## config.mk

```make
export PLATFORM = sky130hd
export DESIGN_NAME = point_writer
export DESIGN_NICKNAME = d
export VERILOG_FILES = /design/src/rtl/point_writer.sv
export SDC_FILE = /design/constraint.sdc
export NUM_CORES = 1
export LEC_CHECK = 0
export ABC_CLOCK_PERIOD_IN_PS = 2000
export BUFFER_PORTS_ARGS = -buffer_cell sky130_fd_sc_hd__buf_2
export CORE_MARGIN = 2
export CORE_UTILIZATION = 45
export DETAILED_ROUTE_END_ITERATION = 8
export GPL_ROUTABILITY_DRIVEN = 0
export PLACE_DENSITY_LB_ADDON = 0.12
export SYNTH_ARGS = -nofsm -noshare
export SYNTH_HDL_FRONTEND = slang
export SYNTH_SLANG_ARGS = --single-unit
```

## constraint.sdc

```tcl
create_clock -name clk -period 2 [get_ports clk]
set_input_delay 0.2 -clock clk [delete_from_list [all_inputs] [get_ports clk]]
set_output_delay 0.2 -clock clk [all_outputs]
set_load 0.02 [all_outputs]
```

## src/rtl/point_writer.sv

```systemverilog
// Packs scanned 3D points into 36-bit ZBT0 words at sequential addresses from 0.
// Define POINT_WRITER_CLEAR_EN to zero-fill the buffer before each frame.
module point_writer #(
    parameter logic [18:0] LAST_ADDR = 19'h7FFFF
) (
    input  logic        clk,
    input  logic        reset_n,
    input  logic        frame_start,
    input  logic        frame_end,
    input  logic        point_valid,
    input  logic [9:0]  point_x,
    input  logic [9:0]  point_y,
    input  logic [9:0]  point_z,
    output logic        point_ready,
    output logic [18:0] zbt0_write_addr,
    output logic [35:0] zbt0_write_data,
    output logic        zbt0_we,
    output logic        busy,
    output logic        frame_done,
    output logic [18:0] point_count,
    output logic        overflow
);

    typedef enum logic [1:0] {StIdle, StClear, StAccept, StDone} state_e;

    // One extra bit so the counter can sit one past LAST_ADDR to flag a full buffer
    localparam logic [19:0] LastCnt = {1'b0, LAST_ADDR};

    state_e      state_q, state_d;
    logic [19:0] cnt_q, cnt_d;
    logic [18:0] addr_q, addr_d;
    logic [35:0] data_q, data_d;
    logic        we_q, we_d;
    logic        busy_q, busy_d;
    logic        done_q, done_d;
    logic [18:0] count_q, count_d;
    logic        ovf_q, ovf_d;
    logic        full;
    logic        handshake;

    assign full      = cnt_q > LastCnt;
    assign handshake = point_valid & point_ready;

    always_ff @(posedge clk) begin
        if (!reset_n) begin
            state_q <= StIdle;
        end else begin
            state_q <= state_d;
        end
    end

    always_comb begin
        state_d = state_q;
        unique case (state_q)
            StIdle: begin
                if (frame_start) begin
`ifdef POINT_WRITER_CLEAR_EN
                    state_d = StClear;
`else
                    state_d = StAccept;
`endif
                end
            end
`ifdef POINT_WRITER_CLEAR_EN
            StClear:  if (full) state_d = StAccept;
`endif
            StAccept: if (frame_end) state_d = StDone;
            StDone:   state_d = StIdle;
            default:  state_d = StIdle;
        endcase
    end

    always_comb begin
        point_ready = (state_q == StAccept) && !full;
    end

    always_comb begin
        cnt_d   = cnt_q;
        we_d    = 1'b0;
        addr_d  = addr_q;
        data_d  = data_q;
        count_d = count_q;
        ovf_d   = ovf_q;
        done_d  = 1'b0;
        busy_d  = (state_d != StIdle);
        unique case (state_q)
            StIdle: begin
                if (frame_start) begin
                    ovf_d   = 1'b0;
                    count_d = '0;
`ifdef POINT_WRITER_CLEAR_EN
                    // Issue the first clear write straight away so the pass is LAST_ADDR+1 cycles
                    we_d    = 1'b1;
                    addr_d  = '0;
                    data_d  = '0;
                    cnt_d   = 20'd1;
`else
                    cnt_d   = '0;
`endif
                end
            end
`ifdef POINT_WRITER_CLEAR_EN
            StClear: begin
                if (!full) begin
                    we_d   = 1'b1;
                    addr_d = cnt_q[18:0];
                    data_d = '0;
                    cnt_d  = cnt_q + 20'd1;
                end else begin
                    cnt_d  = '0;
                end
            end
`endif
            StAccept: begin
                if (handshake) begin
                    we_d    = 1'b1;
                    addr_d  = cnt_q[18:0];
                    data_d  = {6'b0, point_x, point_y, point_z};
                    cnt_d   = cnt_q + 20'd1;
                    count_d = count_q + 19'd1;
                end
                if (point_valid && full) ovf_d = 1'b1;
                if (frame_end) done_d = 1'b1;
            end
            default: ;
        endcase
    end

    always_ff @(posedge clk) begin
        if (!reset_n) begin
            cnt_q   <= '0;
            we_q    <= 1'b0;
            addr_q  <= '0;
            data_q  <= '0;
            busy_q  <= 1'b0;
            done_q  <= 1'b0;
            count_q <= '0;
            ovf_q   <= 1'b0;
        end else begin
            cnt_q   <= cnt_d;
            we_q    <= we_d;
            addr_q  <= addr_d;
            data_q  <= data_d;
            busy_q  <= busy_d;
            done_q  <= done_d;
            count_q <= count_d;
            ovf_q   <= ovf_d;
        end
    end

    assign zbt0_we         = we_q;
    assign zbt0_write_addr = addr_q;
    assign zbt0_write_data = data_q;
    assign busy            = busy_q;
    assign frame_done      = done_q;
    assign point_count     = count_q;
    assign overflow        = ovf_q;

endmodule
```

# After elaboration in Yosys (flattened, before gate mapping)
# Index checks and enable logic that the tools add are counted.
[word_totals]
regBits = 94
input_bits = 35
output_inout_bits = 79
word_cells = 41
[op_classes]
n_addsub = 2
n_lt_le_gt_ge = 1
n_eq_ne = 4
muxes = 14
bitwise = 1
reduce_logical = 10
[ops]
columns = ["op", "n"]
rows = [
  ["2-to-1 mux 20 bit", 2],
  ["one-hot mux 20 bit (2 select lines)", 1],
  ["2-to-1 mux 19 bit", 2],
  ["one-hot mux 19 bit (2 select lines)", 1],
  ["adder 20 x 1 -> 20 bit (second input constant)", 1],
  ["> comparator 20 x 19 -> 1 bit (second input constant)", 1],
  ["adder 19 x 1 -> 19 bit (second input constant)", 1],
  ["AND reduction 3 bit", 2],
  ["2-to-1 mux 1 bit", 4],
  ["2-to-1 mux 2 bit", 2],
  ["inequality test 2 bit (second input constant)", 2],
  ["one-hot mux 2 bit (2 select lines)", 1],
  ["AND reduction 2 bit", 2],
  ["nonzero test 2 bit", 2],
  ["== test 2 bit (second input constant)", 1],
  ["logical AND 1 bit", 2],
  ["zero test 2 bit", 1],
  ["inequality test 2 x 1 -> 1 bit (second input constant)", 1],
  ["one-hot mux 1 bit (2 select lines)", 1],
  ["bitwise AND 1 bit", 1],
  ["zero test 1 bit", 1],
]

# Longest topological paths before layout
[depth]
word_depth = 6
mapped_depth = 7
ltp_nobuf = 5

# Worst setup path before layout
# Ideal clock, no wire load.
[synth_timing]
path_kind = "flip-flop to flip-flop"
startpoint = "register count_q[6] (netlist: point_count[6])"
endpoint = "register count_q[12] (netlist: point_count[12])"
setup_time_ns = 0.080
arrival_time_ns = 1.820
required_time_ns = 1.920
path_slack_ns = 0.100
path_stages_with_launch = 5
n_path_buf = 0
synth_period_minus_slack_ns = 1.900
cell_sequence = "dfxtp_1 > nand4_1 > or2_2 > or4b_2 > o211ai_1"
[synth_between]
elab_chain_cells = 3
[synth_rtl]
columns = ["item", "line_no", "source"]
rows = [
  ["from (decl)", "36", "logic [18:0] count_q, count_d;"],
  ["from (signal assigned)", "146", "count_q <= count_d;"],
  ["adder 19 x 1 -> 19 bit", "120", "count_d = count_q + 19'd1;"],
  ["2-to-1 mux 19 bit", "115", "if (handshake) begin"],
  ["one-hot mux 19 bit (2 select lines)", "86", "unique case (state_q)"],
]
# No other way between the ends. The select of a mux whose other input is x is not followed.
# A chain may end at the register's enable or synchronous reset.

# Final worst setup path
[layout_timing]
startpoint = "register count_q[7] (netlist: point_count[7])"
endpoint = "register count_q[12] (netlist: point_count[12])"
# The elaborated chain is that of the path after synthesis.

==> impl_results.md <==
- CTS buffer count: 9
- Reg clk slew, reported paths: 0.09 ns
- Worst EP arrival: 2.20 ns
- Synthesized area: 3890 um2
- CTS H-tree lvls: 3
- Fin. Hold Viols: 0
- Maximum VDD drop: between 0.3 and 0.4 mV
- Clock Tree Root: clkbuf_8
- Largest net degree at the start of global routing: 36
- Setup TNS: 0 ns
- Longest Clk Path Bufs: 2
- Place WS: 0.118 ns
- Global-route wire length before repair: roughly 16 mm
- Die area: 9400 um2
- Final Power: between 3 and 4 mW
- Yosys Warn Count: 0
- Nets: 628
- PD cells: just over 700 nW/um2
- Rel. slew slack: 0.591
- Share of layout cells above drive strength 1: 0.284
- Syn avg cell area: 8.28 um2
- Part of the cycle the worst path needs: 0.962
- Worst-Skew Late Latency: 0.35 ns
- Rows: 33
- Max-cap violations: 0
- Slack of the critical path: 0.0754 ns
- Async SR Flop Fraction: 0
- Area growth, synth to finish: 24.4%
- Core box area: 8300 um2
- Lkg Pwr: 1.97 nW
- Seq/Total Area, Yosys: 0.484
- I/O Pins: 114
- Design area: 4840 um2
- Min Tclk post-route: 1.92 ns
- Die Span Y: 97.0 um
- Max Clock Freq: 520 MHz
- Post-placement cell area: 4660 um2
- DRT Wirelength: 9.67 mm
- Primary FF master, synth: dfxtp_1
- RSZ-0062 raised after global routing: false
- CTS Hold Buffers Added: 0
- Die X-Extent: 97.0 um
- Post-CTS Setup Bufs: 0
- Initial DRC Count: 142
- CTS tree: built
- Crit-path max FO: 6
- Number of cells produced by synthesis: 470
- Vias in the first global route: roughly 3400
- Hold Crit Class: in -> reg
- DRC viols: 0
- Initial Util: 0.469
- Wire per inst: 13.8 um
- Flop and latch count out of synthesis: 94
- Commonest non-fill, non-tap cell in the layout: nand2_1
- Drt pass-1 iters: 4
- WP data required: 2.28 ns
- Clock skew: 0.00647 ns
- Antenna cell count: 0
- Vias per cell: 5.27
- Final Setup Violations: 0
- Status: finished clean
- Synth unique cells: 56
- Initial antenna violation count: 0
- Slew @ Worst Pin: 0.613 ns
- WS Path Type: reg -> reg
- Post-synth EDFFs: 0
- ANT nets after route: 0
- Vias: 3697
- HPWL after DPL: 7.01 mm
- Final Max Slew Viols: 0
- Most frequent cells in the layout: 114 x nand2_1, 107 x buf_2, 94 x dfxtp_1, 65 x a21oi_1, 34 x buf_4
- CP endpoint kind: flop
- Total grt overflow: 0
- Worst Setup Start Kind: flop
- Port Buffer Count: 107
- Global-route usage over all layers: 0.204
- CTS sink cnt: 94
## what timing repair did
item,in CTS,in global routing
endpoints found under the setup margin,0,3
resized for setup,0,2
hold endpoints to repair,0,0
## synthesized netlist by cell type (2+ instances only)
cell type / n / area (um2)
a21oi_1: 65 / 325
o311ai_0: 2 / 17.5
a21o_1: 2 / 15.0
clkbuf_1: 21 / 78.8
buf_6: 4 / 45.0
o31ai_1: 7 / 52.6
buf_2: 2 / 10.0
xor2_1: 6 / 52.6
a31oi_1: 3 / 18.8
nor4bb_1: 2 / 20.0
mux2i_1: 2 / 20.0
o2111ai_1: 4 / 35.0
ha_1: 2 / 25.0
or3_1: 6 / 37.5
dfxtp_1: 94 / 1880
o211ai_1: 4 / 30.0
or2_2: 3 / 18.8
inv_1: 6 / 22.5
o21ai_0: 8 / 40.0
nand4bb_1: 2 / 22.5
nand4_1: 8 / 50.1
nor3_1: 5 / 25.0
nor3b_1: 2 / 15.0
nand2b_1: 4 / 25.0
nor2_1: 23 / 86.3
and3_1: 3 / 18.8
nand2_1: 114 / 428
or4_1: 10 / 75.1
xnor2_1: 6 / 52.6
a211oi_1: 3 / 22.5
o22ai_1: 2 / 12.5
nand3_1: 13 / 65.1
nor4_1: 4 / 25.0
buf_4: 6 / 45.0
## metal layers
metal  track usage  wire (um)  part of all wire  vias up
met5             0          0                 0        -
met4        0.0509         38            0.0039        0
met3        0.0629        722             0.075        4
met2         0.329       4450              0.46      115
met1         0.267       4460              0.46     1701
li1              -          -                 -     1877
## area by class of cell
type                       instances  area [um2]
tap                              105         131
timing repair buffer             141         791
multi-input combinational        339        1840
fill                             783        3460
inverter                           6        22.5
clock inverter                     7        50.0
clock buffer                       9         124
sequential                        94        1880
## power breakdown
group | leakage, nW | internal, mW | switching [mW]
clock network | 0.0816 | 0.454 | 0.679
logic | 1.13 | 0.125 | 0.235
registers | 0.761 | 1.91 | 0.0239
## stage by stage
step	cells	hold slack, ns	utilization
after global routing	701	0.0522	0.583
after global placement	685	0.439	0.561
final	701	0.0692	0.583
after detailed placement	685	0.443	0.561
after CTS	701	0.0593	0.582
after floorplan	475	0.336	-
## critical path, stage by stage (launching register included)
cell	delay (ns)
dfxtp_1	0.43
nand4_1	0.25
or2_2	0.39
or4b_2	0.61
o211ai_1	0.17
## registers in the layout (all words and copies together), names as in the netlist
| register | count |
|---|---|
| frame_done | 1 |
| zbt0_we | 1 |
| state_q | 2 |
| zbt0_write_addr | 19 |
| busy | 1 |
| zbt0_write_data | 30 |
| point_count | 19 |
| cnt_q | 20 |
| overflow | 1 |
## kinds of logic (layout without fill, tap and decap cells)
family,count (synthesis),after routing,share of synthesized area
simple gates,209,209,0.257
buf+inv,42,163,0.0560
flops,94,94,0.484
compound gates,108,108,0.164
other cells,1,6,0.000964
mux,2,2,0.00515
fa+ha+maj,2,2,0.00643
xor+xnor,12,12,0.0270
## worst paths after layout
check	from	endpoint	slack (ns)	cells after the start
setup / recovery	point_count[7]	point_count[12]	0.08	4
hold / removal	point_z[4]	zbt0_write_data[4]	0.07	3
setup reg to reg	point_count[7]	point_count[12]	0.08	4
hold reg to reg	zbt0_write_addr[7]	zbt0_write_addr[7]	0.45	2
Note: power is estimated with default switching activity, not from simulation.
